==> src/rtl/registro_n.sv <==
`timescale 1ns/1ps
// -----------------------------------------------------------------------------
// registro_n
// Parameterized N-bit edge-triggered storage register with load enable and
// synchronous active-high reset. The datapath's basic state element: the
// input word is captured on a rising clock edge when enable is high, and
// the stored value is held otherwise.
//
// Parameters:
//   N            data width in bits (N >= 1)
//   RESET_VALUE  value loaded into the register by reset
//
// Ports (declaration order matters for positional instantiation):
//   z       out  N  registered value, driven straight from the storage flops
//   clock   in   1  single clock, all state changes on its rising edge
//   enable  in   1  load enable, active-high
//   inval   in   N  data to load
//   reset   in   1  synchronous, active-high reset (wins over enable)
//   valid   out  1  only when REGISTRO_VALID_EN is defined; high once the
//                   register holds loaded data, cleared by reset
//
// Build option:
//   REGISTRO_VALID_EN  adds the valid output and its flop. z behaves the
//                      same in both builds.
// -----------------------------------------------------------------------------
module registro_n #(
  parameter int             N           = 32,
  parameter logic [N-1:0]   RESET_VALUE = '0
) (
  output logic [N-1:0] z,
  input  logic         clock,
  input  logic         enable,
  input  logic [N-1:0] inval,
  input  logic         reset
`ifdef REGISTRO_VALID_EN
  ,
  output logic         valid
`endif
);

  logic [N-1:0] z_reg;
  logic [N-1:0] z_next;

  // Priority: reset, then load, then hold. No power-on value is given to
  // z_reg; it stays unknown until the first reset or load.
  always_comb begin
    z_next = z_reg;
    if (reset) begin
      z_next = RESET_VALUE;
    end else if (enable) begin
      z_next = inval;
    end
  end

  always_ff @(posedge clock) begin
    z_reg <= z_next;
  end

  // Output comes only from the flops, so nothing on the inputs can reach z
  // between edges.
  assign z = z_reg;

`ifdef REGISTRO_VALID_EN
  logic valid_reg;
  logic valid_next;

  // Sticky flag: set by the first load, cleared only by reset.
  always_comb begin
    valid_next = valid_reg;
    if (reset) begin
      valid_next = 1'b0;
    end else if (enable) begin
      valid_next = 1'b1;
    end
  end

  always_ff @(posedge clock) begin
    valid_reg <= valid_next;
  end

  assign valid = valid_reg;
`endif

endmodule

==> config.mk <==
export PLATFORM = sky130hd
export DESIGN_NAME = registro_n
export DESIGN_NICKNAME = d
export VERILOG_FILES = /design/src/rtl/registro_n.sv
export SDC_FILE = /design/constraint.sdc
export NUM_CORES = 1
export LEC_CHECK = 0
export CORE_MARGIN = 3
export CORE_UTILIZATION = 37
export CTS_CLUSTER_SIZE = 16
export DETAILED_ROUTE_END_ITERATION = 16
export MAX_ROUTING_LAYER = met4
export PLACE_DENSITY = 0.77
export SYNTH_ARGS = -nofsm -noshare
export SYNTH_HDL_FRONTEND = slang
export SYNTH_SLANG_ARGS = --single-unit
==> constraint.sdc <==
create_clock -name clock -period 0.9 [get_ports clock]
set_clock_uncertainty 0.1 [all_clocks]
set_input_delay 0.09 -clock clock [delete_from_list [all_inputs] [get_ports clock]]
set_output_delay 0.09 -clock clock [all_outputs]
set_load 0.005 [all_outputs]
# After elaboration in Yosys (flattened, before gate mapping)
# Index checks and enable logic that the tools add are counted.
# word_totals
reg_bits	32
in_bits	35
out_inout_bits	32
elab_cells	1

# Logic depth before layout (Yosys ltp)
# Gate-level depths: netlist (run 1).
# logic_depth
word_depth	0
mapped_depth	4
mapped_depth_nobuf	2

# Worst setup path after synthesis (run 1)
# OpenSTA, ideal clock, no wires.
# synth_path
path_type	input -> register
startpoint	input enable
endpoint	register z_reg[0] (netlist: z[0])
setup_time_ps	128
t_arrival_ps	555
required_time_ps	672
slack_ps	117
path_stages	4
n_path_buf	2
path_cell_list	buf_6 -> buf_12 -> mux2i_1 -> nor2_1
# synth_lines
element	line	source
start, declared	32	input logic enable,
end signal, assigned	56	z_reg <= z_next;
end, declared	41	logic [N-1:0] z_reg;

# Worst setup path after layout (run 1)
# layout_path
startpoint	register z_reg[31] (netlist: z[31])
endpoint	output z[31]
# layout_lines
element	line	source
end, declared	30	output logic [N-1:0] z,
# No word-level cell between the ends.

==> results of run 1 <==
area by class of cell:
class	count	area [um^2]	area share, %
timing repair buffer	74	734	37.3
clock buffer	8	58.8	2.98
tap	42	52.6	2.67
multi-input combinational	64	444	22.5
sequential	32	681	34.5
placed cells by master (no fill, tap or decap):
master,instances
buf_12,4
buf_2,13
buf_4,3
buf_6,21
clkbuf_1,2
clkbuf_4,5
clkbuf_8,1
clkdlybuf4s50_1,33
dfxtp_2,32
mux2i_1,31
mux2i_2,1
nor2_1,32
power by group through the flow:
stage | logic (W) | registers [W] | clock network, W
after floorplan | 0.000197 | 0.00158 | 0
after global placement | 0.000540 | 0.00157 | 0
after detailed placement | 0.000554 | 0.00158 | 0
after CTS | 0.000516 | 0.00156 | 0.000865
after global routing | 0.000592 | 0.00158 | 0.000907
final | 0.000546 | 0.00157 | 0.000824
what timing repair did:
action,in CTS,in global routing
gates resized for setup,168,14
endpoints found under the setup margin,32,33
buffers inserted,4,0
pin swaps,0,1
hold endpoints to repair,0,0
worst paths after layout:
| path | from | end | slack, ns | depth (start not counted) |
|---|---|---|---|---|
| worst max-delay path | z[31] | z[31] | -0.06 | 1 |
| worst min-delay path | enable | z[10] | 0.18 | 4 |
| worst max register to register | z[29] | z[29] | 0.04 | 3 |
| worst min register to register | z[30] | z[30] | 0.39 | 2 |
worst reg2reg max path, stage by stage (launching register included):
cell and delay, ns:
dfxtp_2 0.34, buf_6 0.11, mux2i_2 0.14, nor2_1 0.06
per-layer routing:
layer	up-vias	part of all wire (%)	wire, um	track usage, %
met5	-	0	0	-
met4	0	2.1	63	6.36
met3	6	7.9	234	6.20
met2	44	53	1550	30.9
met1	446	37	1090	16.7
li1	485	-	-	-
cell families (layout without fill, tap and decap cells):
logic type | count (synthesis) | after routing | synth area share (%)
flip-flops | 32 | 32 | 55.1
multiplexers | 32 | 32 | 27.5
buffers and inverters | 7 | 82 | 7.10
AND/OR/NAND/NOR | 32 | 32 | 10.3
per-stage QoR:
stage / cell area (um^2) / util, % / instances / power (W) / hold WS (ns)
6_report: 1970 / 68.5 / 220 / 0.00294 / 0.184
2_1_floorplan: 1160 / - / 103 / 0.00178 / 0.0624
3_5_place_dp: 1870 / 65.0 / 208 / 0.00213 / 0.382
3_3_place_gp: 1870 / 65.0 / 208 / 0.00211 / 0.373
5_1_grt: 1970 / 68.5 / 220 / 0.00308 / 0.191
4_1_cts: 1890 / 65.6 / 220 / 0.00294 / 0.175
==> impl_metrics.ini, run 1 <==
[die]
io_pins = 67
die_h_um = 62.1
die-area_um2 = 3850
core-area_um2 = 2880
die_width_um = 62.1
initial_core_util_pct = 40.5
std_cell_rows = 19

[power]
leakage_nw = 0.928
power.internal_w = 0.00227
switching_power_w = 0.000669
power_per_cell_area_nw_per_um2 = 1490
power.share.sequential_pct = 53.4
ir_worst_vdd_mv = 0.917
p_clk_share_pct = 28.0
netSwitchingFraction_pct = 22.8
power_frac_comb_pct = 18.6

[layout]
synthToLayoutAreaGrowth_pct = 69.4
final_nets = 212
fillers = 246
final_layout_size_suffix_gt1_share_pct = 44.9
n_antenna_cell = 0
largest_reg_flops = 32

[sta]
layout_setup_ws_ns = -0.0642
fin_crit_sh_pct = 107
finalSetupViolCount = 32
fin_crit_ns = 0.964
fmax_mhz = 1040
slew_headroom_pct = 90.0
drv_slew = 0
tightest_slew_ns = 0.146
grt_setup_unrepaired = true
finalSetupTns_ns = -1.74
hold_viol = 0

[grt]
antenna_found_initial = 0
grt_pass1_vias = 995
grt_overflow_total = 0
grt_pass1_wl_um = 4490
grt_use_total_pct = 17.2
grt_max_degree = 33

[drt]
drt-initial-drc-count = 19
via_per_inst = 4.46
drcViolationCount = 0
postRouteAntennaNets = 0
vias = 981
wl_um = 2950
wire_per_inst_um = 13.4
first_pass_iters = 3

[worst_setup_path]
slowest_delay_ns = 0.34
crit_path_end_kind = output port
path_class = reg -> out
cp-start-kind = register
crit_family = flip-flops
cp_slowest_cell = dfxtp_2
cp_num_buf_inv = 1
crit_fanout = 2
arrival_ns = 0.77
worstPathCellList = buf_6
cp.required_ns = 0.71

[logic_synthesis]
synth.yosys.seq_area_share_pct = 55.1
ys.warnings.count = 0
netlist_area_um2 = 1160
synthCells = 103
synth_nets = 138
synth-edff-count = 0
synth_area_leaders = dfxtp_1 (55%), mux2i_1 (28%), nor2_1 (10%)
avgSynthCellArea_um2 = 11.3
synthFlopType = dfxtp_1
async_flop_share_pct = 0
synth_top_area_share_pct = 55.1
post-synth-top-area-cell = dfxtp_1
synth_common_cells = dfxtp_1 (32), mux2i_1 (32), nor2_1 (32)
synth_seq_cells = 32
yosys.cell_types.count = 6

[clocking]
cts_tree = built
clk_path_buf_depth = 2
root_buffer = clkbuf_4
cts_buffers = 5
clk_pin_slew_ns = 0.09
clock_latency_ns = 0.32
htree_levels = 2
cts_sinks = 32
postCtsHoldBufs = 0

[placement]
globalplace.congestion = 0.717
dp_slack_ns = -0.189
post-dp-hpwl_um = 2260
portBuffers = 66

[hold_path]
worst_hold_path_type = in -> reg

[status]
violations = negative setup slack
outcome = complete, but fails checks

[flow_run]
maxCapViolCount = 0
Note: power is estimated with default switching activity, not from simulation.
==> run 2: changes to the inputs <==
--- a/config.mk
+++ b/config.mk
@@ -14,3 +14,4 @@
 export SYNTH_ARGS = -nofsm -noshare
 export SYNTH_HDL_FRONTEND = slang
 export SYNTH_SLANG_ARGS = --single-unit
+export TNS_END_PERCENT = 20
==> impl_metrics.ini, run 2 (synthesis results as in run 1) <==
[sta]
finalSetupViolCount = 32
layout_setup_ws_ns = -0.0633
drv_slew = 0
fin_crit_sh_pct = 107
tightest_slew_ns = 0.151
slew_headroom_pct = 89.7
hold_slack_ns = 0.185
fin_crit_ns = 0.963
finalSetupTns_ns = -1.71
hold_viol = 0
grt_setup_unrepaired = true
fmax_mhz = 1040

[layout]
final_nets = 212
mostFrequentLayoutCell = clkdlybuf4s50_1
largest_reg_flops = 32
final_layout_size_suffix_gt1_share_pct = 44.4
synthToLayoutAreaGrowth_pct = 68.7
layout_common_cells = clkdlybuf4s50_1 (33), mux2i_1 (32), nor2_1 (32), dfxtp_2 (32), buf_6 (20)
n_antenna_cell = 0
post-route-cell-area_um2 = 1960
stdcell_count = 220

[clocking]
cts_sinks = 32
clk_path_buf_depth = 2
postCtsHoldBufs = 0
cts_tree = built
cts_buffers = 5
clk_pin_slew_ns = 0.09
root_buffer = clkbuf_4
htree_levels = 2
clock_latency_ns = 0.32

[placement]
post-dp-hpwl_um = 2260
placed_area_um2 = 1870
dp_cells = 208
globalplace.congestion = 0.717
portBuffers = 66

[flow_run]
maxCapViolCount = 0

[worst_setup_path]
arrival_ns = 0.77
cp_slowest_cell = dfxtp_2
crit_fanout = 2
crit_family = flip-flops
cp-start-kind = register
cp.required_ns = 0.71
cp_num_buf_inv = 1
crit_path_end_kind = output port
slowest_delay_ns = 0.33
path_class = reg -> out
worstPathCellList = buf_2

[die]
die_h_um = 62.1
die-area_um2 = 3850
initial_core_util_pct = 40.5
std_cell_rows = 19
core-area_um2 = 2880
io_pins = 67
die_width_um = 62.1

[drt]
wire_per_inst_um = 13.3
first_pass_iters = 2
postRouteAntennaNets = 0
via_per_inst = 4.44
vias = 977
drt-initial-drc-count = 18
drcViolationCount = 0
wl_um = 2920

[grt]
grt_pass1_wl_um = 4490
grt_pass1_vias = 995
antenna_found_initial = 0
grt_overflow_total = 0
grt_max_degree = 33
grt_use_total_pct = 17.2

[hold_path]
worst_hold_path_type = in -> reg

[power]
power_per_cell_area_nw_per_um2 = 1490
leakage_nw = 0.930
ir_worst_vdd_mv = 0.914

[status]
violations = negative setup slack
outcome = complete, but fails checks
==> run 2: changes by cell type in the layout (fill, tap and decap cells not counted) <==
| cell | before | now |
|---|---|---|
| buf_6 | 21 | 20 |
| mux2i_2 | 1 | 0 |
| mux2i_1 | 31 | 32 |
| buf_4 | 3 | 4 |
==> run 2: per-stage QoR <==
| stage | total power, W | utilization [%] | setup slack, ns |
|---|---|---|---|
| floorplan | 0.00178 | - | 0.117 |
| global placement | 0.00211 | 65.0 | -0.166 |
| detailed placement | 0.00213 | 65.0 | -0.189 |
| CTS | 0.00294 | 65.6 | -0.0824 |
| global route | 0.00307 | 68.2 | -0.105 |
| finish | 0.00293 | 68.2 | -0.0633 |
==> run 2: worst register-to-register path, cell delays in order (launching register included) <==
cell	delay [ns]
dfxtp_2	0.34
buf_4	0.12
mux2i_1	0.13
nor2_1	0.05
==> run 2: power breakdown <==
part,switching (W),total [W],leakage (nW),internal [W]
clock network,0.000438,0.000823,0.0326,0.000385
logic,0.000177,0.000541,0.622,0.000364
registers,0.0000517,0.00157,0.275,0.00152
total,0.000666,0.00293,0.930,0.00227
==> run 2: routing by layer <==
layer | wire (um) | up-vias | GRT usage, %
met5 | 0 | - | -
met4 | 29 | 0 | 6.36
met3 | 224 | 4 | 6.20
met2 | 1550 | 42 | 30.9
met1 | 1110 | 444 | 16.7
li1 | - | 487 | -
==> run 2: worst paths after layout <==
path | end | slack, ns | from | cells past startpoint
worst max-delay path | z[8] | -0.06 | z[8] | 1
worst min register to register | z[30] | 0.39 | z[30] | 2
worst min-delay path | z[10] | 0.19 | enable | 4
worst max register to register | z[2] | 0.05 | z[2] | 3
==> run 2: final cells by class <==
class | instances | area [um^2]
repair buffers | 74 | 731
flip-flops and latches | 32 | 681
well taps | 42 | 52.6
clock buffers | 8 | 58.8
fillers | 245 | 913
multi-input cells | 64 | 440
==> run 2: repair_timing <==
item,in CTS,in global routing
setup buffers,4,0
gates resized for setup,168,12
setup endpoints to repair,32,33
